`src/rtl/aclock_setter_if.sv`:
```
// Panel-side bundle for aclock_setter: buttons, current time
// read back from aclock, and the digit/strobe outputs to aclock.
interface aclock_setter_if;
    logic       btn_mode;
    logic       btn_inc;
    logic       btn_sel;
    logic [1:0] H_cur1;
    logic [3:0] H_cur0;
    logic [3:0] M_cur1;
    logic [3:0] M_cur0;
    logic [1:0] H_in1;
    logic [3:0] H_in0;
    logic [3:0] M_in1;
    logic [3:0] M_in0;
    logic       LD_time;
    logic       LD_alarm;
    logic       editing;
    logic       field;

    modport master (
        output btn_mode, btn_inc, btn_sel,
        output H_cur1, H_cur0, M_cur1, M_cur0,
        input  H_in1, H_in0, M_in1, M_in0,
        input  LD_time, LD_alarm, editing, field
    );

    modport slave (
        input  btn_mode, btn_inc, btn_sel,
        input  H_cur1, H_cur0, M_cur1, M_cur0,
        output H_in1, H_in0, M_in1, M_in0,
        output LD_time, LD_alarm, editing, field
    );
endinterface

```
`src/rtl/aclock_setter.sv`:
```
// Button-driven HH:MM editor that loads time or alarm into aclock.
// Mode steps IDLE -> hours -> minutes -> load; inc bumps the field.
module aclock_setter #(
    parameter int LD_HOLD      = 1,
    parameter int EDIT_TIMEOUT = 100,
    parameter int REPEAT_DLY   = 5,
    parameter int REPEAT_RATE  = 2
) (
    input  logic           clk,
    input  logic           reset,
    aclock_setter_if.slave bus
);

    typedef enum logic [1:0] {
        IDLE,
        EDIT_HR,
        EDIT_MIN,
        LOAD
    } state_t;

    state_t      state;
    state_t      state_n;

    logic        mode_q;
    logic        inc_q;
    logic        target;

    logic [1:0]  h1;
    logic [3:0]  h0;
    logic [3:0]  m1;
    logic [3:0]  m0;
    logic [1:0]  sh1;
    logic [3:0]  sh0;
    logic [3:0]  sm1;
    logic [3:0]  sm0;

    logic [15:0] hold_cnt;
    logic [15:0] rate_cnt;
    logic        rep_on;
    logic [15:0] to_cnt;
    logic [15:0] ld_cnt;

    logic        mode_ev;
    logic        inc_edge;
    logic        held;
    logic        rep_hit;
    logic        inc_any;
    logic        evt;
    logic        timeout;
    logic        ld_done;
    logic        in_edit;

    logic        do_pre;
    logic        do_inc_h;
    logic        do_inc_m;
    logic        do_shadow;

    logic [1:0]  pre_h1;
    logic [3:0]  pre_h0;
    logic [3:0]  pre_m1;
    logic [3:0]  pre_m0;
    logic        pre_bad;

    assign mode_ev  = bus.btn_mode & ~mode_q;
    assign inc_edge = bus.btn_inc & ~inc_q;
    assign held     = bus.btn_inc & inc_q;

    assign rep_hit = (REPEAT_DLY != 0) && held &&
                     (rep_on ? (rate_cnt == 16'(REPEAT_RATE))
                             : (hold_cnt == 16'(REPEAT_DLY)));

    assign inc_any = (inc_edge | rep_hit) & ~mode_ev;
    assign evt     = mode_ev | inc_any;
    assign timeout = to_cnt == 16'(EDIT_TIMEOUT - 1);
    assign ld_done = ld_cnt == 16'(LD_HOLD - 1);
    assign in_edit = (state == EDIT_HR) || (state == EDIT_MIN);

    assign pre_h1 = bus.btn_sel ? sh1 : bus.H_cur1;
    assign pre_h0 = bus.btn_sel ? sh0 : bus.H_cur0;
    assign pre_m1 = bus.btn_sel ? sm1 : bus.M_cur1;
    assign pre_m0 = bus.btn_sel ? sm0 : bus.M_cur0;

    assign pre_bad = (pre_h0 > 4'd9) || (pre_m1 > 4'd5) ||
                     (pre_m0 > 4'd9) || (pre_h1 == 2'd3) ||
                     ((pre_h1 == 2'd2) && (pre_h0 > 4'd3));

    // State register.
    always_ff @(posedge clk or negedge reset) begin
        if (!reset) state <= IDLE;
        else        state <= state_n;
    end

    // Next state and per-cycle digit/shadow actions.
    always_comb begin
        state_n   = state;
        do_pre    = 1'b0;
        do_inc_h  = 1'b0;
        do_inc_m  = 1'b0;
        do_shadow = 1'b0;
        unique case (state)
            IDLE: begin
                if (mode_ev) begin
                    state_n = EDIT_HR;
                    do_pre  = 1'b1;
                end
            end
            EDIT_HR: begin
                if (mode_ev)      state_n  = EDIT_MIN;
                else if (inc_any) do_inc_h = 1'b1;
                else if (timeout) state_n  = IDLE;
            end
            EDIT_MIN: begin
                if (mode_ev)      state_n  = LOAD;
                else if (inc_any) do_inc_m = 1'b1;
                else if (timeout) state_n  = IDLE;
            end
            LOAD: begin
                if (ld_done) begin
                    state_n   = IDLE;
                    do_shadow = target;
                end
            end
            default: state_n = IDLE;
        endcase
    end

    // Button history, target latch, timeout and load counters.
    always_ff @(posedge clk or negedge reset) begin
        if (!reset) begin
            mode_q <= 1'b0;
            inc_q  <= 1'b0;
            target <= 1'b0;
            to_cnt <= '0;
            ld_cnt <= '0;
        end else begin
            mode_q <= bus.btn_mode;
            inc_q  <= bus.btn_inc;
            if (do_pre) target <= bus.btn_sel;
            if ((state_n != state) || evt) to_cnt <= '0;
            else if (in_edit)              to_cnt <= to_cnt + 16'd1;
            if ((state == LOAD) && !ld_done) ld_cnt <= ld_cnt + 16'd1;
            else                             ld_cnt <= '0;
        end
    end

    // Auto-repeat timing while btn_inc stays held.
    always_ff @(posedge clk or negedge reset) begin
        if (!reset) begin
            hold_cnt <= '0;
            rate_cnt <= '0;
            rep_on   <= 1'b0;
        end else if (inc_edge) begin
            hold_cnt <= 16'd1;
            rate_cnt <= '0;
            rep_on   <= 1'b0;
        end else if (held) begin
            if (rep_on) begin
                rate_cnt <= rep_hit ? 16'd1 : rate_cnt + 16'd1;
            end else if (hold_cnt == 16'(REPEAT_DLY)) begin
                rep_on   <= 1'b1;
                rate_cnt <= 16'd1;
            end else begin
                hold_cnt <= hold_cnt + 16'd1;
            end
        end else begin
            hold_cnt <= '0;
            rate_cnt <= '0;
            rep_on   <= 1'b0;
        end
    end

    // Edited digits: preload on entry, BCD increments while editing.
    always_ff @(posedge clk or negedge reset) begin
        if (!reset) begin
            h1 <= '0;
            h0 <= '0;
            m1 <= '0;
            m0 <= '0;
        end else if (do_pre) begin
            h1 <= pre_bad ? 2'd0 : pre_h1;
            h0 <= pre_bad ? 4'd0 : pre_h0;
            m1 <= pre_bad ? 4'd0 : pre_m1;
            m0 <= pre_bad ? 4'd0 : pre_m0;
        end else if (do_inc_h) begin
            if ((h1 == 2'd2) && (h0 == 4'd3)) begin
                h1 <= 2'd0;
                h0 <= 4'd0;
            end else if (h0 == 4'd9) begin
                h1 <= h1 + 2'd1;
                h0 <= 4'd0;
            end else begin
                h0 <= h0 + 4'd1;
            end
        end else if (do_inc_m) begin
            if ((m1 == 4'd5) && (m0 == 4'd9)) begin
                m1 <= 4'd0;
                m0 <= 4'd0;
            end else if (m0 == 4'd9) begin
                m1 <= m1 + 4'd1;
                m0 <= 4'd0;
            end else begin
                m0 <= m0 + 4'd1;
            end
        end
    end

    // Alarm shadow, written when an alarm load completes.
    always_ff @(posedge clk or negedge reset) begin
        if (!reset) begin
            sh1 <= '0;
            sh0 <= '0;
            sm1 <= '0;
            sm0 <= '0;
        end else if (do_shadow) begin
            sh1 <= h1;
            sh0 <= h0;
            sm1 <= m1;
            sm0 <= m0;
        end
    end

    assign bus.H_in1    = h1;
    assign bus.H_in0    = h0;
    assign bus.M_in1    = m1;
    assign bus.M_in0    = m0;
    assign bus.LD_time  = (state == LOAD) && !target;
    assign bus.LD_alarm = (state == LOAD) && target;
    assign bus.editing  = in_edit;
    assign bus.field    = state == EDIT_MIN;

endmodule

```
`src/flat_wrapper.sv`:
```
// flat-port wrapper written by rule: the top's interface ports become plain ports
module aclock_setter_flat 
#(
    parameter int LD_HOLD      = 1,
    parameter int EDIT_TIMEOUT = 100,
    parameter int REPEAT_DLY   = 5,
    parameter int REPEAT_RATE  = 2
)
  (clk, reset, bus_btn_mode, bus_btn_inc, bus_btn_sel, bus_H_cur1, bus_H_cur0, bus_M_cur1, bus_M_cur0, bus_H_in1, bus_H_in0, bus_M_in1, bus_M_in0, bus_LD_time, bus_LD_alarm, bus_editing, bus_field);
  aclock_setter_if bus_i ();
  input  logic clk;
  input  logic reset;
  input wire logic [$bits(bus_i.btn_mode)-1:0] bus_btn_mode;
  input wire logic [$bits(bus_i.btn_inc)-1:0] bus_btn_inc;
  input wire logic [$bits(bus_i.btn_sel)-1:0] bus_btn_sel;
  input wire logic [$bits(bus_i.H_cur1)-1:0] bus_H_cur1;
  input wire logic [$bits(bus_i.H_cur0)-1:0] bus_H_cur0;
  input wire logic [$bits(bus_i.M_cur1)-1:0] bus_M_cur1;
  input wire logic [$bits(bus_i.M_cur0)-1:0] bus_M_cur0;
  output wire logic [$bits(bus_i.H_in1)-1:0] bus_H_in1;
  output wire logic [$bits(bus_i.H_in0)-1:0] bus_H_in0;
  output wire logic [$bits(bus_i.M_in1)-1:0] bus_M_in1;
  output wire logic [$bits(bus_i.M_in0)-1:0] bus_M_in0;
  output wire logic [$bits(bus_i.LD_time)-1:0] bus_LD_time;
  output wire logic [$bits(bus_i.LD_alarm)-1:0] bus_LD_alarm;
  output wire logic [$bits(bus_i.editing)-1:0] bus_editing;
  output wire logic [$bits(bus_i.field)-1:0] bus_field;
  assign bus_i.btn_mode = bus_btn_mode;
  assign bus_i.btn_inc = bus_btn_inc;
  assign bus_i.btn_sel = bus_btn_sel;
  assign bus_i.H_cur1 = bus_H_cur1;
  assign bus_i.H_cur0 = bus_H_cur0;
  assign bus_i.M_cur1 = bus_M_cur1;
  assign bus_i.M_cur0 = bus_M_cur0;
  assign bus_H_in1 = bus_i.H_in1;
  assign bus_H_in0 = bus_i.H_in0;
  assign bus_M_in1 = bus_i.M_in1;
  assign bus_M_in0 = bus_i.M_in0;
  assign bus_LD_time = bus_i.LD_time;
  assign bus_LD_alarm = bus_i.LD_alarm;
  assign bus_editing = bus_i.editing;
  assign bus_field = bus_i.field;
  aclock_setter #(.LD_HOLD(LD_HOLD), .EDIT_TIMEOUT(EDIT_TIMEOUT), .REPEAT_DLY(REPEAT_DLY), .REPEAT_RATE(REPEAT_RATE)) u_core (.clk(clk), .reset(reset), .bus(bus_i));
endmodule
```
`config.mk`:
```
export PLATFORM = sky130hd
export DESIGN_NAME = aclock_setter_flat
export DESIGN_NICKNAME = d
export VERILOG_FILES = /design/src/rtl/aclock_setter_if.sv /design/src/rtl/aclock_setter.sv /design/src/flat_wrapper.sv
export SDC_FILE = /design/constraint.sdc
export NUM_CORES = 1
export LEC_CHECK = 0
export BUFFER_PORTS_ARGS = -buffer_cell sky130_fd_sc_hd__buf_2
export CAP_MARGIN = 20
export CORE_UTILIZATION = 25
export CTS_CLUSTER_DIAMETER = 50
export CTS_CLUSTER_SIZE = 30
export DETAILED_ROUTE_END_ITERATION = 10
export SLEW_MARGIN = 10
export SYNTH_ARGS = -nofsm -noshare
export SYNTH_HDL_FRONTEND = slang
export SYNTH_SLANG_ARGS = --single-unit
export TNS_END_PERCENT = 50
```
`constraint.sdc`:
```
create_clock -name clk -period 2.2 [get_ports clk]
set_input_delay 0.11 -clock clk [delete_from_list [all_inputs] [get_ports clk]]
set_output_delay 0.11 -clock clk [all_outputs]
set_load 0.01 [all_outputs]
```
==> results.cfg <==
[run_status]
status = finished, violations left
violations = setup timing

[final_layout]
multi_input_area_sq_um = 2834
finalNonFillerCells = 917
fillers = 2178
syn_to_final_growth_pct = 24.43
drive_gt1_share_pct = 21.22
utilization_pct = 31.69
register_area_sq_um = 2452
nNetsFinal = 672

[critical_path]
crit_arrival_ns = 2.43
crit_type = reg2reg
critPathMaxFanout = 3
worst_setup_path_start_kind = register
endpoint_kind = register
required_ns = 2.43
r2r_cells = 8

[drt]
drc = 0
postRouteAntennaNets = 0
vias = 4268
wl_per_cell_um = 12.90
postRouteWirelength_um = 11830
viasPerCell = 4.654
firstDrtPassIters = 5
dr.first_iter.drc_count = 221

[place]
io_buffers = 36
dp_hpwl_um = 8415
dp.cells = 893
place_congestion = 0.7906

[logic_synthesis]
synthCells = 549
synth_top_area_share_pct = 45.96
async_reset_ff_share_pct = 100.0
ys_warn_count = 0
synth_area_leaders = dfrtp_1 (46%), nor2_1 (5.8%), xor2_1 (4.9%), ha_1 (3.8%), mux2_2 (3.2%)
synth_common_cells = dfrtp_1 (98), nor2_1 (83), nand2_1 (44), xor2_1 (30), o21ai_0 (24)
yosysTopAreaCell = dfrtp_1
synth_nets = 584
synthFlopType = dfrtp_1
ys_ff_latch = 98
ys_types = 59
synth.most_common_cell = dfrtp_1
syn_area_sq_um = 5336
synth_edf_count = 0
syn_area_per_cell_sq_um = 9.720
synth_seq_area_share_pct = 45.96

[grt]
grt_pass1_vias = 4124
grt_start_max_net_pins = 55
antenna_found_initial = 1
gr-total-overflow = 0
gr-max-usage-layer = met2
grt_pass1_wl_um = 20090
grt_use_met3_pct = 1.595
met1_usage_pct = 15.63
grtUsageTotal_pct = 11.37
grt_use_met2_pct = 17.72

[timing]
tns_ns = -0.003280
timing.hold.ws_ns = 0.1264
clock.fmax_mhz = 454.2
finalCritPeriodShare_pct = 100.1
setup_ws_ns = -0.001752
tightest_slew_ns = 0.6982
maxSlewHeadroom_pct = 53.45
setup_viol = 2
slew_violations = 0
rsz0062_at_grt = true
fin_crit_ns = 2.202
fin_skew_ns = 0.007757
final_hold_viol_count = 0

[floorplanning]
start_util_pct = 25.47
io_pins = 37
coreArea_sq_um = 20960
die_area_sq_um = 21930
num_rows = 53
die-width_um = 148.1
die_y_um = 148.1

[clock_tree]
cts_buffers = 9
path_clk_slew_ns = 0.06
clock_sinks = 98
htree_levels = 3
insertion_delay_ns = 0.34
cts_tree = yes
cts_root_buf = clkbuf_16
cts.path.max_buffers = 2

[min_path]
hold_depth = 3
min_path_type = in2reg

[power]
vdd_drop_max_mv = 0.3963
power.total_mw = 5.048
power_density_nw_per_um2 = 760.2
p_leak_nw = 2.881

[flow_run]
maxCapViolCount = 0
## metal layers
layer,wire length [um],vias up
met1,5866,2064
met2,5422,61
met3,336,13
li1,-,2130
met4,201,0
met5,0,-
## logic make-up (layout without fill, tap and decap cells)
group	count (synthesis)	in the layout	synth area share (%)
AOI/OAI and AO/OA	90	90	11.61
DFF	98	98	45.96
other	0	1	0
buffers and inverters	33	125	2.392
xor gates and xnor gates	48	48	7.878
and+or+nand+nor	235	235	22.63
adders and majority gates	16	16	3.751
muxes	29	29	5.791
## worst max-delay path, cell delays in order, from the launching register on
cell	delay (ns)
dfrtp_1	0.37
inv_1	0.05
ha_1	0.13
nor4b_4	0.21
nand4_1	0.17
a311oi_4	0.44
o2111ai_4	0.19
buf_4	0.18
a311o_1	0.34
## where the power goes
| group | switching, mW | internal (mW) | leakage (nW) |
|---|---|---|---|
| Sequential | 0.273 | 2.02 | 1.33 |
| Combinational | 0.644 | 0.570 | 1.40 |
| Clock | 0.640 | 0.903 | 0.142 |
| Total | 1.56 | 3.49 | 2.88 |
## final cells by class
type	count	share of cell area, %
multi-input combinational	418	42.68
sequential	98	36.93
timing repair buffer	91	9.780
tap	275	5.182
clock buffer	12	3.712
inverter	19	1.074
clock inverter	3	0.6030
antenna	1	0.03769
## worst paths after layout
check	from	endpoint	slack, ns
worst max-delay path	u_core.hold_cnt[1]	u_core.bus.M_in1[0]	-0.002
worst min-delay path	bus_M_cur1[2]	u_core.bus.M_in1[2]	0.13
worst max register to register	u_core.hold_cnt[1]	u_core.bus.M_in1[0]	-0.002
worst min register to register	u_core.ld_cnt[0]	u_core.ld_cnt[0]	0.51
max in group asynchronous	reset	u_core.hold_cnt[2]	1.28
min in group asynchronous	reset	u_core.sm1[3]	0.40
## state kept, by name, summed over array words and instances, names as in the netlist, 2 cells and up
name              count
u_core.hold_cnt      16
u_core.ld_cnt        16
u_core.rate_cnt      16
u_core.to_cnt        16
u_core.bus.H_in0      4
u_core.bus.M_in0      4
u_core.bus.M_in1      4
u_core.sh0            4
u_core.sm0            4
u_core.sm1            4
u_core.bus.H_in1      2
u_core.sh1            2
u_core.state          2
## placed cells by master, fill, tap and decap left out, drive strengths merged, types with 3 or more instances in the layout
master	count
clkbuf	13
o211ai	5
dfrtp	98
a21oi	20
inv	19
nand2	44
a31oi	7
nand2b	3
nor2	83
nor3	9
a41oi	4
mux2	15
and2	10
buf	87
xor2	30
nor3b	3
nand4	12
or3	7
and3	8
xnor2	18
dlygate4sd3	3
o22ai	3
nand3	21
nor4	6
ha	16
o21ai	26
and4	8
nor2b	9
mux2i	14
nor4b	5
## through the flow
stage          setup WS (ns)  cell area, sq um
5_1_grt              -0.1480              6640
3_3_place_gp        -0.03360              6193
2_1_floorplan        0.04259              5345
4_1_cts             -0.05956              6566
6_report           -0.001752              6640
3_5_place_dp        -0.06187              6193
## what timing repair did
action,CTS,global route
pin swaps,3,4
resized for setup,7,11
hold buffers,3,0
cloned,0,1
hold endpoints to repair,100,0
buffers inserted,2,2
setup endpoints to repair,20,31
No activity file was read; power rests on OpenSTA's default activity.
